===== src/rtl/truth_sweep.sv =====
// Truth-table sweep: steps abc through 0..7, samples y after SETTLE cycles each,
// and compares the captured table with EXPECTED. Optional err_count under TRUTH_SWEEP_ERRCNT_EN.
module truth_sweep #(
  parameter int         SETTLE   = 1,
  parameter logic [7:0] EXPECTED = 8'h87
) (
  input  logic       clk,
  input  logic       rst_n,
  input  logic       start,
  input  logic       y,
  output logic [2:0] abc,
  output logic       busy,
  output logic       done,
  output logic [7:0] ttable,
`ifdef TRUTH_SWEEP_ERRCNT_EN
  output logic [3:0] err_count,
`endif
  output logic       match
);

  typedef enum logic [1:0] {IDLE, SWEEP, DONE} state_t;

  localparam logic [3:0] CNT_LAST = 4'(SETTLE - 1);

  state_t     state_q, state_d;
  logic [2:0] abc_q, abc_d;
  logic [3:0] cnt_q, cnt_d;
  logic       busy_q, busy_d;
  logic       done_q, done_d;
  logic [7:0] ttable_q, ttable_d;
  logic       match_q, match_d;
  logic [7:0] tt_cap;
`ifdef TRUTH_SWEEP_ERRCNT_EN
  logic [3:0] err_q, err_d;
`endif

  function automatic logic [3:0] popcount8(input logic [7:0] v);
    logic [3:0] sum;
    sum = 4'd0;
    for (int i = 0; i < 8; i++) sum = sum + {3'b000, v[i]};
    return sum;
  endfunction

  always_ff @(posedge clk or negedge rst_n) begin
    if (!rst_n) begin
      state_q  <= IDLE;
      abc_q    <= 3'd0;
      cnt_q    <= 4'd0;
      busy_q   <= 1'b0;
      done_q   <= 1'b0;
      ttable_q <= 8'h00;
      match_q  <= 1'b0;
`ifdef TRUTH_SWEEP_ERRCNT_EN
      err_q    <= 4'd0;
`endif
    end else begin
      state_q  <= state_d;
      abc_q    <= abc_d;
      cnt_q    <= cnt_d;
      busy_q   <= busy_d;
      done_q   <= done_d;
      ttable_q <= ttable_d;
      match_q  <= match_d;
`ifdef TRUTH_SWEEP_ERRCNT_EN
      err_q    <= err_d;
`endif
    end
  end

  always_comb begin
    state_d  = state_q;
    abc_d    = abc_q;
    cnt_d    = cnt_q;
    busy_d   = busy_q;
    done_d   = done_q;
    ttable_d = ttable_q;
    match_d  = match_q;
`ifdef TRUTH_SWEEP_ERRCNT_EN
    err_d    = err_q;
`endif
    // Table including the bit sampled this cycle, so match sees the final bit.
    tt_cap         = ttable_q;
    tt_cap[abc_q]  = y;

    unique case (state_q)
      IDLE: begin
        abc_d = 3'd0;
        if (start) begin
          ttable_d = 8'h00;
          match_d  = 1'b0;
          cnt_d    = 4'd0;
          busy_d   = 1'b1;
          state_d  = SWEEP;
`ifdef TRUTH_SWEEP_ERRCNT_EN
          err_d    = 4'd0;
`endif
        end
      end
      SWEEP: begin
        if (cnt_q == CNT_LAST) begin
          ttable_d = tt_cap;
          if (abc_q != 3'd7) begin
            abc_d = abc_q + 3'd1;
            cnt_d = 4'd0;
          end else begin
            state_d = DONE;
            busy_d  = 1'b0;
            done_d  = 1'b1;
            match_d = (tt_cap == EXPECTED);
`ifdef TRUTH_SWEEP_ERRCNT_EN
            err_d   = popcount8(tt_cap ^ EXPECTED);
`endif
          end
        end else begin
          cnt_d = cnt_q + 4'd1;
        end
      end
      DONE: begin
        state_d = IDLE;
        done_d  = 1'b0;
        abc_d   = 3'd0;
      end
      default: state_d = IDLE;
    endcase
  end

  assign abc    = abc_q;
  assign busy   = busy_q;
  assign done   = done_q;
  assign ttable = ttable_q;
  assign match  = match_q;
`ifdef TRUTH_SWEEP_ERRCNT_EN
  assign err_count = err_q;
`endif

endmodule


===== config.mk =====
export PLATFORM = sky130hd
export DESIGN_NAME = truth_sweep
export DESIGN_NICKNAME = d
export VERILOG_FILES = /design/src/rtl/truth_sweep.sv
export SDC_FILE = /design/constraint.sdc
export NUM_CORES = 1
export LEC_CHECK = 0
export ABC_AREA = 1
export CORE_ASPECT_RATIO = 1.5
export CORE_MARGIN = 3
export CORE_UTILIZATION = 55
export DETAILED_ROUTE_END_ITERATION = 7
export DONT_BUFFER_PORTS = 1
export PLACE_DENSITY = 0.83
export SLEW_MARGIN = 10
export SYNTH_ARGS = -nofsm -noshare
export SYNTH_HDL_FRONTEND = slang
export SYNTH_SLANG_ARGS = --single-unit

===== constraint.sdc =====
create_clock -name clk -period 1.3 [get_ports clk]
set_input_delay 0.39 -clock clk [delete_from_list [all_inputs] [get_ports clk]]
set_output_delay 0.39 -clock clk [all_outputs]
set_load 0.01 [all_outputs]

Word-level counts from Yosys, hierarchy flattened
Index checks and enable logic that the tools add are counted.
Widths: inputs -> output; s select.
Storage, ports and cells
  flip-flop bits (word level): 20
  input port bits: 4
  output and inout port bits: 14
  word-level logic and storage cells: 61
Cells by class
  add/subtract/negate cells: 2
  magnitude comparators: 2
  eq/ne operators: 9
  mux-type cells: 28
  reductions and logical operators: 13
Operator list (number)
  $mux 8: 2
  $pmux 8 s2: 1
  $reduce_and 3->1: 5
  $mux 4: 3
  $mux 1: 9
  $bwmux 8: 1
  $eq 8x8->1 const B: 1
  $ne 2x2->1 const B: 4
  $pmux 4 s2: 1
  $mux 2: 3
  $mux 3: 2
  $ne 3x3->1 const B: 2
  $pmux 1 s2: 3
  $pmux 3 s2: 1
  $reduce_bool 2->1: 3
  $add 4x1->4 const B: 1
  $logic_not 4->1: 1
  $lt 3x4->1 const B: 1
  $pmux 2 s2: 1
  $reduce_and 4->1: 1
  $add 3x1->3 const B: 1
  $demux 1 s3: 1
  $ge 3x1->1 const B: 1
  $eq 2x1->1 const B: 1
  4 further kinds: 4

Longest topological paths before layout
  depth in word-level cells: 9
  mapped depth: 9
  depth with buffers taken out: 9

Worst setup path before layout
Ideal clock, no wire load.
  path kind: register to register
  from: register cnt_q[0]
  to: register match_q, in the netlist match
  library setup time: 0.117 ns
  data arrival time: 1.218 ns
  required time: 1.183 ns
  path slack: -0.035 ns
  cell stages (with the launch flop): 10
  buffers on the path: 0
  period minus slack after synthesis: 1.335 ns
  cells stage by stage: dfrtp_1 -> inv_1 -> ha_1 -> nand3_1 -> nor2_4 -> nor2_4 -> clkinv_2 -> nand2_2 -> nand2_1 -> nand2_1
Between the ends
  word-level cells in the longest chain between the ends: 3
RTL lines
  start: declaration: line 27  | logic [3:0] cnt_q, cnt_d;
  start signal: assignment: line 59  | cnt_q <= cnt_d;
  $logic_not 4->1: line 100  | if (cnt_q == CNT_LAST) begin
  $ne 2x2->1 (no line)
  $reduce_and 4->1 (no line)
  end signal: assignment: line 63  | match_q <= match_d;
  end: declaration: line 31  | logic match_q, match_d;
No other way between the ends.
A chain may end at the register's enable or synchronous reset.

Worst setup path in the final report
Ends and elaborated chain as after synthesis.

==> results by group <==
Outcome
  – Outcome: finished with violations
  – Failing checks: setup timing

Floorplanning
  – Starting density of the core: 58.8%
  – # rows: 19
  – Die area: 2560 um2
  – Core box area: 1850 um2
  – Ports: 18
  – Die width: 42.3 um
  – Die Height: 60.5 um

Final layout
  – Commonest cells after routing, fill and taps aside: 25 x nand2_1, 19 x dfrtp_1, 17 x buf_4
  – Antenna cells: 0
  – Fillers: 99
  – Core Util, Final: 81.8%
  – Most common cell after layout, fill and taps aside: nand2_1
  – Area growth from synthesis to layout: 39.2%
  – Nets: 164
  – Share of cells above drive strength 1: 43.9%

Setup path
  – Reg2Reg Setup Slack: -70 ps
  – Cell family with most CP delay: simple AND/OR/NAND/NOR gates
  – Worst Path Max Fanout: 6
  – R2R cell count: 9
  – CP Data Arrival Time: 1590 ps
  – Worst R2R Start: cnt_q[0]
  – Crit-path slowest cell: dfrtp_1
  – Crit path cell chain: inv_2, ha_4, nand3_4, nor2_4, nor2_4, clkinv_4, nand2_4, nand2_1, nand2_1
  – Levels on crit path: 9
  – WS Path Type: reg2reg
  – Max incr delay on CP: 420 ps
  – Worst Path Buf+Inv: 2
  – CP startpoint: cnt_q[0]
  – Critical path capture point type: flop
  – CP endpoint: match
  – Critical Path RT: 1510 ps
  – Crit path launch type: flop
  – Worst r2r dst: match

Route
  – Number of remaining DRC errors: 0
  – Antenna Nets Post-Route: 0
  – Routed vias: 1053
  – Routed wire per std cell: 17.7 um
  – Drt total wl: 3.12 mm
  – First DRT Iteration DRCs: 44
  – Vias per std cell: 5.98
  – Router iterations before antenna repair: 4

Clock network
  – Clk sinks: 20
  – CTS tree: yes
  – CTS clk-pin slew, worst paths: 120 ps
  – Clock Path Buffers: 2
  – Root Driver: clkbuf_4
  – Clk_lat worst skew: 310 ps
  – CTS H-Tree Depth: 1
  – Cts bufs inserted: 3

Logic synthesis
  – Mapped Area: 1090 um2
  – Post-synth net total: 139
  – Synth unique cells: 25
  – Syn_area_per_cell: 8.32 um2
  – Register area share after synthesis: 45.9%
  – Yosys warns: 0
  – Yosys reg bits: 20
  – Mapped Cells: 131

Global route
  – First-pass GRT wire length: 4.86 mm
  – Initial antenna violation count: 0
  – Vias in the first global route: 1092
  – Gr usage total: 25.1%
  – Largest net degree at the start of global routing: 21
  – GRT overflow: 0

Placed design
  – Count of input and output buffers: 0
  – Place WS: -117 ps
  – Routability Congestion: 0.884
  – Post-DP HPWL: 1.95 mm

Worst hold path
  – HP Class: in2async

STA
  – Fin Clk Skew: 6.47 ps
  – Slew Limit Fails: 0
  – Achievable Freq: 727 MHz
  – Worst rel slew slack: 37.6%
  – Final setup fails: 15
  – Hold Fails Final Rpt: 0
  – Worst-Margin Slew: 936 ps
  – Tcrit/Tclk final: 106%
  – Min cycle time layout: 1370 ps
  – Post-route setup slack: -74.8 ps
  – Unrepaired setup endpoints after global routing: true

Power
  – Power density over the cells: 2290 nW/um2
  – Leakage power: 0.745 nW
  – Peak VDD IR: 1.42 mV

Flow run
  – Max-cap viol count: 0
==> per-layer routing <==
layer	vias up	track usage, %	part of all wire, %
met3	12	4.45	5.2
met4	0	16.0	3.8
met2	37	48.4	56
li1	488	-	-
met1	516	24.2	35
met5	-	0	0
==> cell type report <==
type	count	area (um2)	area share [%]
well taps	21	26.3	1.73
repair buffers	23	196	13.0
clock buffers	3	22.5	1.49
inverters	19	81.3	5.36
flip-flops and latches	20	502	33.1
multi-input cells	89	658	43.4
clock inverters	1	30.0	1.98
==> flip-flops by register name, summed over array words and instances (netlist names) <==
signal and count:
busy 1, abc 3, done 1, ttable 8, state_q 2, match 1, cnt_q 4
==> power breakdown <==
part	switching, mW	total [mW]	internal [mW]
clock	0.201	0.513	0.312
combinational	1.11	1.91	0.801
sequential	0.235	1.05	0.811
==> Yosys cell counts, drive strengths merged <==
master | instances | area (um2)
xnor2 | 1 | 8.76
dfrtp | 20 | 500
a22o | 3 | 26.3
nand4 | 6 | 37.5
inv | 17 | 63.8
xor2 | 1 | 8.76
o32ai | 1 | 8.76
nor3b | 1 | 7.51
clkinv | 2 | 8.75
a21o | 1 | 7.51
o22ai | 4 | 25.0
a21oi | 4 | 20.0
ha | 4 | 50.1
o21ai | 5 | 25.0
nor2 | 10 | 62.6
nand2 | 29 | 111
buf | 3 | 15.0
o21bai | 1 | 7.51
nand3 | 18 | 95.1
==> how the worst min path moves through the flow <==
stage,startpoint,to,cells after the start
3_5_place_dp,rst_n,abc[2],0
2_1_floorplan,rst_n,abc[0],0
5_1_grt,rst_n,ttable[6],1
6_report,rst_n,ttable[6],1
3_3_place_gp,rst_n,abc[2],0
4_1_cts,y,ttable[1],3
==> worst reg2reg max path: stages (launching register included) <==
cell and delay (ps):
dfrtp_1 420, inv_2 90, ha_4 160, nand3_4 100, nor2_4 190, nor2_4 90, clkinv_4 80, nand2_4 50
nand2_1 50, nand2_1 50
==> metrics by stage <==
stage	hold slack (ps)	setup TNS [ps]	cells	total power [mW]	cell area (um2)
2_1_floorplan	94.4	-16.4	131	1.94	1100
3_3_place_gp	94.9	-400	165	2.34	1230
3_5_place_dp	94.9	-1080	165	2.40	1230
4_1_cts	383	-179	172	3.18	1410
5_1_grt	331	-1580	176	3.68	1520
6_report	281	-548	176	3.47	1520
==> timing repair <==
action,in CTS,in global routing
gates cloned,0,0
setup buffers,2,4
endpoints found under the setup margin,20,41
resized for setup,31,20
hold buffers,1,0
hold endpoints to repair,20,0
pin swaps,6,7
==> kinds of logic (layout without fill, tap and decap cells) <==
logic type | Yosys count | after routing | share of synthesized area (%)
flops | 20 | 20 | 45.9
compound gates | 19 | 19 | 11.0
xor+xnor | 2 | 2 | 1.61
fa+ha+maj | 4 | 4 | 4.59
buf+inv | 22 | 46 | 8.04
simple gates | 64 | 64 | 28.8
Power figures use the tool's default switching activity.
==> RTL change 1, RTL diff (same flow settings) <==
Add a define of `TRUTH_SWEEP_ERRCNT_EN`.
--- a/src/rtl/truth_sweep.sv
+++ b/src/rtl/truth_sweep.sv
@@ -1,4 +1,6 @@
 // Truth-table sweep: steps abc through 0..7, samples y after SETTLE cycles each,
 // and compares the captured table with EXPECTED. Optional err_count under TRUTH_SWEEP_ERRCNT_EN.
+`define TRUTH_SWEEP_ERRCNT_EN
+
 module truth_sweep #(
   parameter int         SETTLE   = 1,
Formal check against the unedited RTL (old outputs only; new: err_count): equivalent (Yosys induction, for registers that start in step).
==> RTL change 1 against the original RTL <==
The flow still finishes with violations (setup timing). Worst setup slack worse by 2000 ps. Critical path type unchanged. Wire length grew 96%. Sequential cell count rose by 4. Area after synthesis rose by 36%. Critical endpoint is now err_count[2]. Final area increased by 54%. Core utilization increased by 11 points. Sequential share of layout area decreased by 7.2 points.
Power is left out: the tool's default activity adds up to more than one toggle a clock period on the data nets, which glitch-free logic cannot reach.
==> RTL change 1: results (changes against the original RTL) <==
| Metric | Value |
|---|---|
| Status | `complete, but fails checks` |
| Failing checks | `setup timing` |
| Area growth, synth to finish | `57.6%` |
| Clk Latency, worst-skew pair | `350 ps (+40 ps)` |
| Post-placement cell count | `246 (+49%)` |
| Setup-failing EPs final | `32 (+17)` |
| Vias in the first global route | `1631 (+49%)` |
| ClkCell Share | `0.966% (-2.5 points)` |
| Max transition margin | `25.8% (-12 points)` |
| Largest net degree at the start of global routing | `25 (+19%)` |
| Sequential share of the synthesized area | `40.6% (-5.3 points)` |
| Flops & latches, synth | `24 (+20%)` |
| HPWL after DPL | `2.72 mm (+40%)` |
| DR pass1 iterations | `7 (+3)` |
| Routed length on met1 | `2.03 mm (+86%)` |
| Global-route wire length before repair | `7.85 mm (+62%)` |
| Met1 Resource Use GR | `30.6% (+6.4 points)` |
| Ranking of synthesized cells by area | `dfrtp_1 (41%), nand2_1 (12%), nand3_1 (6.1%)` |
| Met3 WL | `537 um (+230%)` |
| Slack of the critical path | `-2110 ps (-2030 ps)` |
| Signal buf overhead | `25.7% (+13 points)` |
| Seq area share | `25.9% (-7.2 points)` |
| Worst Setup EP | `err_count[2]` |
| R2r setup slk | `-2110 ps (-2030 ps)` |
| Crit path max fanout | `5 (-1)` |
RTL change 1: cell types whose count changed after synthesis, moves of 3 or more:
cell / before / now
fa_1: 0 / 4
o21ai_2: 0 / 4
inv_1: 15 / 19
a22o_1: 3 / 0
inv_2: 2 / 5
o21ai_1: 0 / 5
o22ai_1: 4 / 0
dfrtp_1: 20 / 24
ha_1: 4 / 7
nand2_1: 28 / 46
RTL change 1: cell families after synthesis:
kind of cell,share of synthesized area (%)
DFF,40.6
xor gates and xnor gates,1.78
buffers and inverters,9.39
and+or+nand+nor,28.7
adders and majority gates,11.3
AOI/OAI and AO/OA,8.21
RTL change 1: worst min-delay path by stage:
| stage | from | endpoint | slack [ps] | depth (start not counted) |
|---|---|---|---|---|
| after floorplan | rst_n | abc[0] | 90 | 0 |
| after global placement | rst_n | abc[2] | 90 | 0 |
| after detailed placement | rst_n | abc[2] | 100 | 0 |
| after CTS | start | state_q[0] | 350 | 2 |
| after global routing | start | cnt_q[3] | 340 | 3 |
| final | rst_n | abc[2] | 300 | 1 |
==> RTL change 2, RTL diff (same settings) <==
Made on the original files. Add an input register stage for `start` and `y`, with the module's reset; this delays them by one clock. Comments in the files are not updated.
--- a/src/rtl/truth_sweep.sv
+++ b/src/rtl/truth_sweep.sv
@@ -22,4 +22,17 @@
 
   localparam logic [3:0] CNT_LAST = 4'(SETTLE - 1);
+
+  logic start_q;
+  logic y_q;
+
+  always_ff @(posedge clk or negedge rst_n) begin
+    if (!rst_n) begin
+      start_q <= '0;
+      y_q     <= '0;
+    end else begin
+      start_q <= start;
+      y_q     <= y;
+    end
+  end
 
   state_t     state_q, state_d;
@@ -81,10 +94,10 @@
     // Table including the bit sampled this cycle, so match sees the final bit.
     tt_cap         = ttable_q;
-    tt_cap[abc_q]  = y;
+    tt_cap[abc_q]  = y_q;
 
     unique case (state_q)
       IDLE: begin
         abc_d = 3'd0;
-        if (start) begin
+        if (start_q) begin
           ttable_d = 8'h00;
           match_d  = 1'b0;
Behaviour: not the same (a bounded check fails within 4 cycles, from zero or initial values and one cycle with rst_n low).
==> RTL change 2 against the original RTL <==
The run still ends with setup timing left. Area after synthesis rose by 3.1%. Sequential cell count rose by 2. Critical path depth fell by 7. Worst setup slack got worse by 57 ps. Count of clock-buffer cells in the layout did not move. Register-to-register slack improved by 20 ps. Wire length fell by 9.1%. Power fell by 1.9%. Sequential power rose by 6%. Synthesized cell count fell by 0.76%. Final area fell by 0.66%. Critical endpoint is now abc[2]. Largest power group unchanged. Highest routed layer unchanged.
==> RTL change 2: results (changes against the original RTL) <==
| Metric | Value |
|---|---|
| Number of H-tree levels | `1 (unchanged)` |
| DRT iter0 DRCs | `44 (unchanged)` |
| Vias in the first global route | `1022 (-6.4%)` |
| Drt via density | `5.74 (-4.1%)` |
| DP Worst Slack | `-52.3 ps (+65.1 ps)` |
| Setup Skew | `10.3 ps (+3.79 ps)` |
| Crit-path max cell delay | `480 ps (+60 ps)` |
| Synth Area in XOR/XNOR | `1.56% (-0.048 points)` |
| GPL Wtd Cong | `0.886 (+0.26%)` |
| Total CTS buffers | `3 (unchanged)` |
| DR pass1 iterations | `4 (unchanged)` |
| HP Class | `input pin to flop` |
| Mux cell area share after synthesis | `0% (unchanged)` |
| Slack of the critical path | `-131 ps (-56.7 ps)` |
| Final setup TNS | `-516 ps (+32.6 ps)` |
| Global-route wire length before repair | `4.24 mm (-13%)` |
| Synthesized net count | `138 (-0.72%)` |
| Sequential share of the synthesized area | `49.0% (+3.1 points)` |
| Failing checks | `setup timing` |
| Layout Nets | `162 (-1.2%)` |
| Share of layout cells above drive strength 1 | `39.9% (-4.0 points)` |
| Main synth FF type | `dfrtp_1` |
| Worst-Margin Slew | `1010 ps (+73.3 ps)` |
| Synth Area in Adders | `4.45% (-0.14 points)` |
| Syn Inst Count | `130 (-0.76%)` |
| Highest-delay cell along the critical path | `dfrtp_2` |
| HPWL after DPL | `1.82 mm (-6.6%)` |
| Post_cts resized | `17 (-45%)` |
| Post-synth top cells | `nand2_1 (29), dfrtp_1 (22), nand3_1 (17)` |
| Post-synth cell types | `22 (-12%)` |
| Crit-path leading delay family | `flip-flops` |
| CP arrival | `1040 ps (-550 ps)` |
| Setup-failing EPs final | `14 (-1)` |
| Status | `complete, but fails checks` |
| CTS Hold Buffers Added | `1 (unchanged)` |
| Largest net degree at the start of global routing | `23 (+9.5%)` |
| Fillers | `108 (+9.1%)` |
| Crit path max fanout | `5 (-1)` |
| Total track usage | `21.2% (-3.9 points)` |
| Ranking of synthesized cells by area | `dfrtp_1 (49%), nand2_1 (9.7%), nand3_1 (7.6%)` |
| DR WL/cell | `16.3 um (-8.1%)` |
| Post-CTS Setup Bufs | `3 (+1)` |
| Worst-case vdd ir drop | `1.50 mV (+5.8%)` |
| Fraction of registers with async set/reset | `100% (unchanged)` |
| WL final | `2.84 mm (-9.1%)` |
| Pleak | `0.737 nW (-1.1%)` |
| Compound-gate portion of the synthesized area | `10.7% (-0.33 points)` |
==> RTL change 2: final cells by class <==
cell class	instances	area, sq um	share of cell area (%)
multi-input cells	88	613	40.7
flip-flops and latches	22	553	36.7
repair buffers	22	198	13.1
inverters	17	63.8	4.24
clock inverters	1	30.0	1.99
well taps	21	26.3	1.74
clock buffers	3	22.5	1.50
==> RTL change 2: stage by stage <==
stage          hold WS (ps)  instance area, sq um
4_1_cts                77.8                  1390
3_3_place_gp           95.0                  1250
6_report               81.7                  1510
5_1_grt                73.1                  1510
3_5_place_dp           94.9                  1250
2_1_floorplan          94.4                  1130
==> RTL change 2: routing by layer <==
metal | global-route usage [%] | vias to the layer above | share of wire (%) | wire, um
met5 | 0 | - | 0 | 0
met4 | 13.3 | 0 | 1.5 | 43
met3 | 3.22 | 4 | 3.5 | 98
met2 | 38.6 | 22 | 56 | 1580
met1 | 22.9 | 492 | 39 | 1120
li1 | - | 480 | - | -
==> RTL change 2: worst paths after layout <==
check,from,end,slack [ps],depth (start not counted)
min in group asynchronous,rst_n,cnt_q[3],300,1
setup / recovery,abc[2],abc[2],-130,2
hold reg to reg,match,match,580,2
hold / removal,y,y_q,80,0
setup reg to reg,abc[0],match,-50,8
max in group asynchronous,rst_n,abc[2],320,1
==> RTL change 2: worst register-to-register path: stages (launching register included) <==
cell,delay [ps]
dfrtp_1,380
ha_2,200
ha_4,140
nand4_1,120
nand2_2,170
nand2_4,80
nor2_2,90
nand3_1,80
nand2_1,60
==> RTL change 2: power breakdown <==
part / switching (mW) / internal (mW)
Sequential: 0.233 / 0.881
Clock: 0.214 / 0.312
Combinational: 0.982 / 0.779
Total: 1.43 / 1.97
